$ cat src/rtl/csr_xfer_pkg.sv
// Shared types and constants for the CSR transfer engine.
package csr_xfer_pkg;

    typedef enum logic [1:0] {
        IDLE = 2'd0,
        REQ  = 2'd1,
        XFER = 2'd2,
        DONE = 2'd3
    } xfer_state_t;

    localparam logic XFER_CMD = 1'b0;
    localparam logic XFER_RD  = 1'b1;

    localparam int IDX_W     = 3;
    localparam int RD_WORD_W = 32;

endpackage

$ cat src/rtl/csr_rd_byte_packer.sv
// Packs returned read bytes little-endian into a word.
// Writes beyond max_cnt are dropped.
// cnt_reached already accounts for a byte arriving this cycle.
module csr_rd_byte_packer
    import csr_xfer_pkg::*;
#(
    parameter int NBYTES = 4
) (
    input  logic                  clk,
    input  logic                  rst,
    input  logic                  clr,
    input  logic                  byte_vld,
    input  logic [7:0]            byte_data,
    input  logic [IDX_W-1:0]      max_cnt,
    output logic [NBYTES*8-1:0]   rd_data,
    output logic                  cnt_reached
);

    logic [IDX_W-1:0] idx;
    logic             wr_en;

    assign wr_en       = byte_vld && (idx < max_cnt);
    assign cnt_reached = ((idx + IDX_W'(wr_en)) == max_cnt);

    // Byte index and data word; cleared at the start of each transfer.
    always_ff @(posedge clk) begin
        if (rst || clr) begin
            idx     <= '0;
            rd_data <= '0;
        end else if (wr_en) begin
            rd_data[{idx[1:0], 3'b000} +: 8] <= byte_data;
            idx                              <= idx + 1'b1;
        end
    end

endmodule

$ cat src/rtl/csr_xfer_engine.sv
// CSR special-instruction transfer engine (mem_clk domain).
// Runs one request/ack transaction to the memory sequencer per start pulse.
// CSR_XFER_TIMEOUT_EN: when defined, builds the REQ/XFER timeout counter
// and drives seq_abort; when undefined, the engine waits indefinitely.
module csr_xfer_engine
    import csr_xfer_pkg::*;
#(
    parameter int TIMEOUT_W    = 16,
    parameter int RD_BYTES_MAX = 4
) (
    input  logic                 mem_clk,
    input  logic                 mem_rst,
    input  logic                 csr_cmd_xfer_valid_final,
    input  logic                 csr_rd_xfer_valid_final,
    input  logic [7:0]           csr_cmd_opcode,
    input  logic [31:0]          csr_cmd_addr,
    input  logic                 csr_cmd_addr_en,
    input  logic [4:0]           csr_dummy_cyc,
    input  logic [1:0]           csr_rd_byte_cnt,
    input  logic [TIMEOUT_W-1:0] csr_timeout_val,
    output logic                 seq_req,
    output logic [7:0]           seq_opcode,
    output logic [31:0]          seq_addr,
    output logic                 seq_addr_en,
    output logic [4:0]           seq_dummy,
    output logic                 seq_rd_en,
    output logic [2:0]           seq_rd_bytes,
    output logic                 seq_abort,
    input  logic                 seq_ack,
    input  logic [7:0]           seq_rdata,
    input  logic                 seq_rdata_valid,
    input  logic                 seq_done,
    output logic [RD_WORD_W-1:0] csr_rd_data,
    output logic                 csr_cmd_xfer_success,
    output logic                 csr_rd_xfer_success,
    output logic                 csr_xfer_err,
    output logic                 csr_xfer_drop,
    input  logic                 csr_drop_clr,
    output logic                 csr_xfer_busy
);

    xfer_state_t state;
    logic        start;
    logic        cnt_reached;
    logic        tmo_hit;

    assign start         = csr_cmd_xfer_valid_final || csr_rd_xfer_valid_final;
    assign csr_xfer_busy = (state != IDLE);

`ifdef CSR_XFER_TIMEOUT_EN
    logic [TIMEOUT_W-1:0] tmo_cnt;
    logic [TIMEOUT_W-1:0] tmo_nxt;

    assign tmo_nxt = tmo_cnt + 1'b1;
    assign tmo_hit = (csr_timeout_val != '0) && (tmo_nxt == csr_timeout_val);

    // Cycles spent in REQ+XFER; idle keeps it at zero so each transfer starts fresh.
    always_ff @(posedge mem_clk) begin
        if (mem_rst || state == IDLE)
            tmo_cnt <= '0;
        else if (state == REQ || state == XFER)
            tmo_cnt <= tmo_nxt;
    end
`else
    logic tmo_val_unused;

    assign tmo_hit        = 1'b0;
    assign tmo_val_unused = ^csr_timeout_val;
`endif

    csr_rd_byte_packer #(.NBYTES(RD_BYTES_MAX)) u_packer (
        .clk         (mem_clk),
        .rst         (mem_rst),
        .clr         (state == IDLE && start),
        .byte_vld    (state == XFER && seq_rd_en == XFER_RD && seq_rdata_valid),
        .byte_data   (seq_rdata),
        .max_cnt     (seq_rd_bytes),
        .rd_data     (csr_rd_data),
        .cnt_reached (cnt_reached)
    );

    // Transfer FSM with registered request, status pulses and sticky drop flag.
    always_ff @(posedge mem_clk) begin
        if (mem_rst) begin
            state                <= IDLE;
            seq_req              <= 1'b0;
            seq_opcode           <= '0;
            seq_addr             <= '0;
            seq_addr_en          <= 1'b0;
            seq_dummy            <= '0;
            seq_rd_en            <= XFER_CMD;
            seq_rd_bytes         <= '0;
            seq_abort            <= 1'b0;
            csr_cmd_xfer_success <= 1'b0;
            csr_rd_xfer_success  <= 1'b0;
            csr_xfer_err         <= 1'b0;
            csr_xfer_drop        <= 1'b0;
        end else begin
            seq_abort            <= 1'b0;
            csr_cmd_xfer_success <= 1'b0;
            csr_rd_xfer_success  <= 1'b0;
            csr_xfer_err         <= 1'b0;

            if (start && state != IDLE)
                csr_xfer_drop <= 1'b1;
            else if (csr_drop_clr)
                csr_xfer_drop <= 1'b0;

            case (state)
                IDLE: if (start) begin
                    seq_opcode   <= csr_cmd_opcode;
                    seq_addr     <= csr_cmd_addr;
                    seq_addr_en  <= csr_cmd_addr_en;
                    seq_dummy    <= csr_dummy_cyc;
                    seq_rd_en    <= csr_rd_xfer_valid_final ? XFER_RD : XFER_CMD;
                    seq_rd_bytes <= {1'b0, csr_rd_byte_cnt} + 3'd1;
                    seq_req      <= 1'b1;
                    state        <= REQ;
                end
                REQ: if (seq_ack) begin
                    seq_req <= 1'b0;
                    state   <= XFER;
                end else if (tmo_hit) begin
                    seq_req      <= 1'b0;
                    seq_abort    <= 1'b1;
                    csr_xfer_err <= 1'b1;
                    state        <= IDLE;
                end
                XFER: if (seq_done) begin
                    // Success pulse is raised on entry to DONE so it lands
                    // one cycle after seq_done.
                    if (seq_rd_en == XFER_CMD) begin
                        csr_cmd_xfer_success <= 1'b1;
                        state                <= DONE;
                    end else if (cnt_reached) begin
                        csr_rd_xfer_success <= 1'b1;
                        state               <= DONE;
                    end else begin
                        csr_xfer_err <= 1'b1;
                        state        <= IDLE;
                    end
                end else if (tmo_hit) begin
                    seq_abort    <= 1'b1;
                    csr_xfer_err <= 1'b1;
                    state        <= IDLE;
                end
                DONE: state <= IDLE;
                default: state <= IDLE;
            endcase
        end
    end

endmodule

$ cat config.mk
export PLATFORM = sky130hd
export DESIGN_NAME = csr_xfer_engine
export DESIGN_NICKNAME = d
export VERILOG_FILES = /design/src/rtl/csr_xfer_pkg.sv /design/src/rtl/csr_rd_byte_packer.sv /design/src/rtl/csr_xfer_engine.sv
export SDC_FILE = /design/constraint.sdc
export NUM_CORES = 1
export LEC_CHECK = 0
export ABC_CLOCK_PERIOD_IN_PS = 2600
export BUFFER_PORTS_ARGS = -buffer_cell sky130_fd_sc_hd__buf_4
export CORE_UTILIZATION = 47
export CTS_CLUSTER_SIZE = 25
export DETAILED_ROUTE_END_ITERATION = 8
export GPL_ROUTABILITY_DRIVEN = 0
export GPL_TIMING_DRIVEN = 0
export PLACE_DENSITY_LB_ADDON = 0.2
export SETUP_SLACK_MARGIN = 0.1
export SYNTH_ARGS = -nofsm -noshare
export SYNTH_HDL_FRONTEND = slang
export SYNTH_HIERARCHICAL = 1
export SYNTH_SLANG_ARGS = --single-unit
$ cat constraint.sdc
create_clock -name mem_clk -period 2.6 [get_ports mem_clk]
set_input_delay 0.26 -clock mem_clk [delete_from_list [all_inputs] [get_ports mem_clk]]
set_output_delay 0.26 -clock mem_clk [all_outputs]
set_load 0.01 [all_outputs]
==> impl_metrics.prom <==
# TYPE chip_impl_metric gauge
chip_impl_metric{name="timing.final.crit_period",unit="ns"} 2.431
chip_impl_metric{name="timing.critical_path.required",unit="ns"} 2.87
chip_impl_metric{name="netlist_instances",unit=""} 430
chip_impl_metric{name="vias_per_cell",unit=""} 5.288
chip_impl_info{name="cp_slowest_cell",value="sky130_fd_sc_hd__dfxtp_4"} 1
chip_impl_metric{name="starting_density",unit="%"} 48.86
chip_impl_metric{name="clockBufferDepth",unit=""} 2
chip_impl_metric{name="wl_per_cell",unit="um"} 14.68
chip_impl_metric{name="max_slew_margin",unit="%"} 63.98
chip_impl_info{name="critical-path-top-delay-family",value="adder cells"} 1
chip_impl_metric{name="largest_clock_skew_in_the_final_design",unit="ns"} 0.01093
chip_impl_info{name="outcome",value="finished, final reports clean"} 1
chip_impl_metric{name="power.total",unit="mW"} 3.060
chip_impl_metric{name="critical_path.max_stage_delay",unit="ns"} 0.37
chip_impl_metric{name="cap_viol_max_count",unit=""} 0
chip_impl_info{name="setup.worst_path.class",value="register to register"} 1
chip_impl_metric{name="number_of_top_level_pins",unit=""} 169
chip_impl_metric{name="grt_max_degree",unit=""} 16
chip_impl_metric{name="worst-slew-pin-transition",unit="ns"} 0.5384
chip_impl_metric{name="clk_pin_slew",unit="ns"} 0.08
chip_impl_metric{name="vias",unit=""} 3744
chip_impl_info{name="cts_tree",value="built"} 1
chip_impl_metric{name="final_global_route_overflow_total",unit=""} 0
chip_impl_metric{name="number_of_antenna_violations_at_the_first_check_in_global_routing",unit=""} 0
chip_impl_metric{name="drive_gt1_share",unit="%"} 38.94
chip_impl_metric{name="worst_ir_drop_vdd",unit="mV"} 0.2805
chip_impl_metric{name="drtAntennaViolNets",unit=""} 0
chip_impl_metric{name="multiInputGateArea",unit="sq um"} 1813
chip_impl_metric{name="grt_pass1_wl",unit="um"} 16680
chip_impl_metric{name="first_iter_violations",unit=""} 145
chip_impl_metric{name="count_of_state_elements_after_synthesis",unit=""} 92
chip_impl_metric{name="numClockSinks",unit=""} 92
chip_impl_metric{name="fin_crit_sh",unit="%"} 93.49
chip_impl_metric{name="wl",unit="um"} 10390
chip_impl_metric{name="finalCoreUtilization",unit="%"} 69.49
chip_impl_metric{name="place_worst_setup_slack",unit="ns"} -0.08416
chip_impl_metric{name="number_of_drc_violations_after_detailed_routing",unit=""} 0
chip_impl_metric{name="io_buffers",unit=""} 151
chip_impl_metric{name="max_freq",unit="MHz"} 411.4
chip_impl_info{name="cts_root_buf",value="sky130_fd_sc_hd__clkbuf_8"} 1
chip_impl_metric{name="crit_arrival",unit="ns"} 2.70
chip_impl_metric{name="hold_viol_final",unit=""} 0
chip_impl_metric{name="slew_viol_final",unit=""} 0
chip_impl_info{name="min-delay-path-class",value="input port to register"} 1
chip_impl_metric{name="mappedNetlistArea",unit="sq um"} 3815
chip_impl_metric{name="clock_latency",unit="ns"} 0.35
chip_impl_metric{name="std_cell_rows",unit=""} 32
chip_impl_metric{name="seq_area_frac_synth",unit="%"} 48.28
chip_impl_info{name="worst_setup_path_end_kind",value="register"} 1
chip_impl_metric{name="nNetsFinal",unit=""} 692
chip_impl_metric{name="die_w",unit="um"} 92.10
chip_impl_metric{name="power.density_cell_area",unit="nW/um^2"} 564.0
chip_impl_metric{name="yosys_warnings",unit=""} 6
chip_impl_metric{name="final-setup-viol-count",unit=""} 0
chip_impl_metric{name="final.setup.tns",unit="ns"} 0
chip_impl_metric{name="antenna_cells",unit=""} 0
chip_impl_metric{name="fin_ws",unit="ns"} 0.1692
chip_impl_info{name="crit_chain",value="inv_1 -> ha_4 -> nand2_2 -> o211a_1 -> buf_6 -> ha_2 -> ha_4 -> xnor2_2 -> xnor2_1 -> nor3_2 -> nand2b_4 -> nand3_2 -> a21oi_2"} 1
chip_impl_metric{name="syn2layout_area_growth",unit="%"} 42.21
chip_impl_metric{name="layout.filler_cells",unit=""} 625
chip_impl_metric{name="stdcell_area",unit="sq um"} 5425
chip_impl_metric{name="critPathBufInv",unit=""} 2
chip_impl_metric{name="p_leak",unit="nW"} 2.399
chip_impl_metric{name="synthesis.nets",unit=""} 521
chip_impl_metric{name="grt_pass1_vias",unit=""} 3604
chip_impl_info{name="timing.critical_path.from_type",value="register"} 1
chip_impl_metric{name="die_h",unit="um"} 92.10
chip_impl_metric{name="worstPathMaxFanout",unit=""} 3
chip_impl_metric{name="hpwlAfterDp",unit="um"} 7665
chip_impl_metric{name="syn_avg_cell_area",unit="sq um"} 8.872
chip_impl_metric{name="placement.cell_area",unit="sq um"} 5076
chip_impl_metric{name="sequential_cell_area",unit="sq um"} 1856
chip_impl_info{name="grt_setup_unrepaired",value="no"} 1
chip_impl_metric{name="number_of_buffers_created_by_cts",unit=""} 9
chip_impl_metric{name="ys_types",unit=""} 39
chip_impl_metric{name="die_area",unit="sq um"} 8481
chip_impl_metric{name="core",unit="sq um"} 7807
chip_impl_info{name="crit_path_frequent_cell",value="sky130_fd_sc_hd__ha_4"} 1
chip_impl_metric{name="total_routing_resource_utilization_after_global_routing",unit="%"} 24.39
chip_impl_metric{name="ctsHtreeMaxLevel",unit=""} 3
chip_impl_metric{name="detailedRoute.firstPassIterationCount",unit=""} 4
-- synth_stat cells, drive strengths merged --
cell | number | area, sq um
dfxtp | 92 | 1842
nand3 | 74 | 370.4
a21oi | 55 | 279.0
o21ai | 50 | 250.2
nand2 | 32 | 122.6
buf | 30 | 177.7
o31ai | 24 | 180.2
nor2 | 12 | 65.06
ha | 11 | 137.6
mux2i | 9 | 90.09
clkbuf | 8 | 31.28
inv | 7 | 26.27
nor2b | 3 | 26.27
o2111ai | 3 | 45.04
xnor2 | 3 | 26.28
nand2b | 2 | 12.51
o211a | 2 | 20.02
or2 | 2 | 12.51
xor2 | 2 | 17.52
a211oi | 1 | 12.51
a31o | 1 | 8.760
and2b | 1 | 7.510
and3 | 1 | 6.260
conb | 1 | 3.750
nand3b | 1 | 7.510
nor3 | 1 | 5.000
nor3b | 1 | 7.510
nor4b | 1 | 23.77
-- metal layers --
metal | vias up | GRT usage, % | routed length, um
met3 | 14 | 5.224 | 633
li1 | 1868 | - | -
met5 | - | 0 | 0
met4 | 0 | 7.552 | 136
met2 | 120 | 40.05 | 4967
met1 | 1742 | 32.00 | 4652
-- worst paths after layout --
kind / start / endpoint / slack [ns] / cells after the start
max reg2reg: seq_rd_bytes[2] / state[0] / 0.17 / 13
min reg2reg: u_packer/rd_data[3] / u_packer/rd_data[3] / 0.47 / 2
max: seq_rd_bytes[2] / state[0] / 0.17 / 13
min: csr_rd_byte_cnt[0] / seq_rd_bytes[0] / 0.10 / 2
-- sequential cells by signal (all words and copies together), names as in the netlist --
name	flops
seq_addr	32
u_packer/rd_data	32
seq_opcode	8
seq_dummy	5
seq_rd_bytes	3
u_packer/idx	3
state	2
csr_cmd_xfer_success	1
csr_rd_xfer_success	1
csr_xfer_drop	1
csr_xfer_err	1
seq_addr_en	1
seq_rd_en	1
seq_req	1
-- power breakdown --
group	switching, mW	leakage, nW	total [mW]	internal (mW)
Combinational	0.324	1.55	0.614	0.290
Sequential	0.0483	0.754	1.54	1.49
Clock	0.503	0.0969	0.909	0.406
Total	0.876	2.40	3.06	2.18
-- cell families after synthesis --
group	count (synthesis)	synth area share [%]
AO/OA/AOI/OAI	136	20.86
XOR/XNOR	5	1.148
adder cells (fa/ha/maj)	11	3.608
buffers and inverters	45	6.166
flip-flops	92	48.28
multiplexers	9	2.362
other	1	0.09830
AND/OR/NAND/NOR	131	17.48
-- final cells by class --
cell class	instances	area share, %
repair buffers	160	22.14
well taps	102	2.352
flip-flops and latches	92	34.20
clock buffers	12	2.860
multi-input cells	293	33.42
inverters	7	0.4843
clock inverters	4	0.5766
plain buffers	38	3.967
-- layout by cell type (no fill, tap or decap), drive strengths merged, types with 2 or more instances in the layout --
cell     count
o211a        2
nor2        12
or2          2
nand3       74
o2111ai      3
clkinv       3
xor2         2
clkbuf      20
nand2       32
nand2b       2
o31ai       24
inv          8
ha          11
dfxtp       92
nor2b        3
o21ai       50
xnor2        3
a21oi       55
mux2i        9
buf        190
-- timing repair --
item | CTS | global route
hold endpoints to repair | 0 | 0
gates cloned | 0 | 0
buffers inserted | 2 | 7
pin swaps | 3 | 3
hold buffers | 0 | 0
gates resized for setup | 12 | 14
endpoints found under the setup margin | 3 | 3
-- worst reg2reg max path, cell delays in order (launching register included) --
cell and delay (ns):
sky130_fd_sc_hd__dfxtp_4 0.37, sky130_fd_sc_hd__inv_1 0.07, sky130_fd_sc_hd__ha_4 0.27, sky130_fd_sc_hd__nand2_2 0.06
sky130_fd_sc_hd__o211a_1 0.24, sky130_fd_sc_hd__buf_6 0.12, sky130_fd_sc_hd__ha_2 0.17, sky130_fd_sc_hd__ha_4 0.16
sky130_fd_sc_hd__xnor2_2 0.13, sky130_fd_sc_hd__xnor2_1 0.14, sky130_fd_sc_hd__nor3_2 0.23, sky130_fd_sc_hd__nand2b_4 0.18
sky130_fd_sc_hd__nand3_2 0.08, sky130_fd_sc_hd__a21oi_2 0.13
-- metrics by stage --
step                      instances  hold slack (ns)
after CTS                       701          0.09253
after global placement          683           0.4473
after global routing            708           0.1077
after floorplan                 430           0.3530
final                           708           0.1027
after detailed placement        683           0.4593
(Power assumes the default switching activity.)
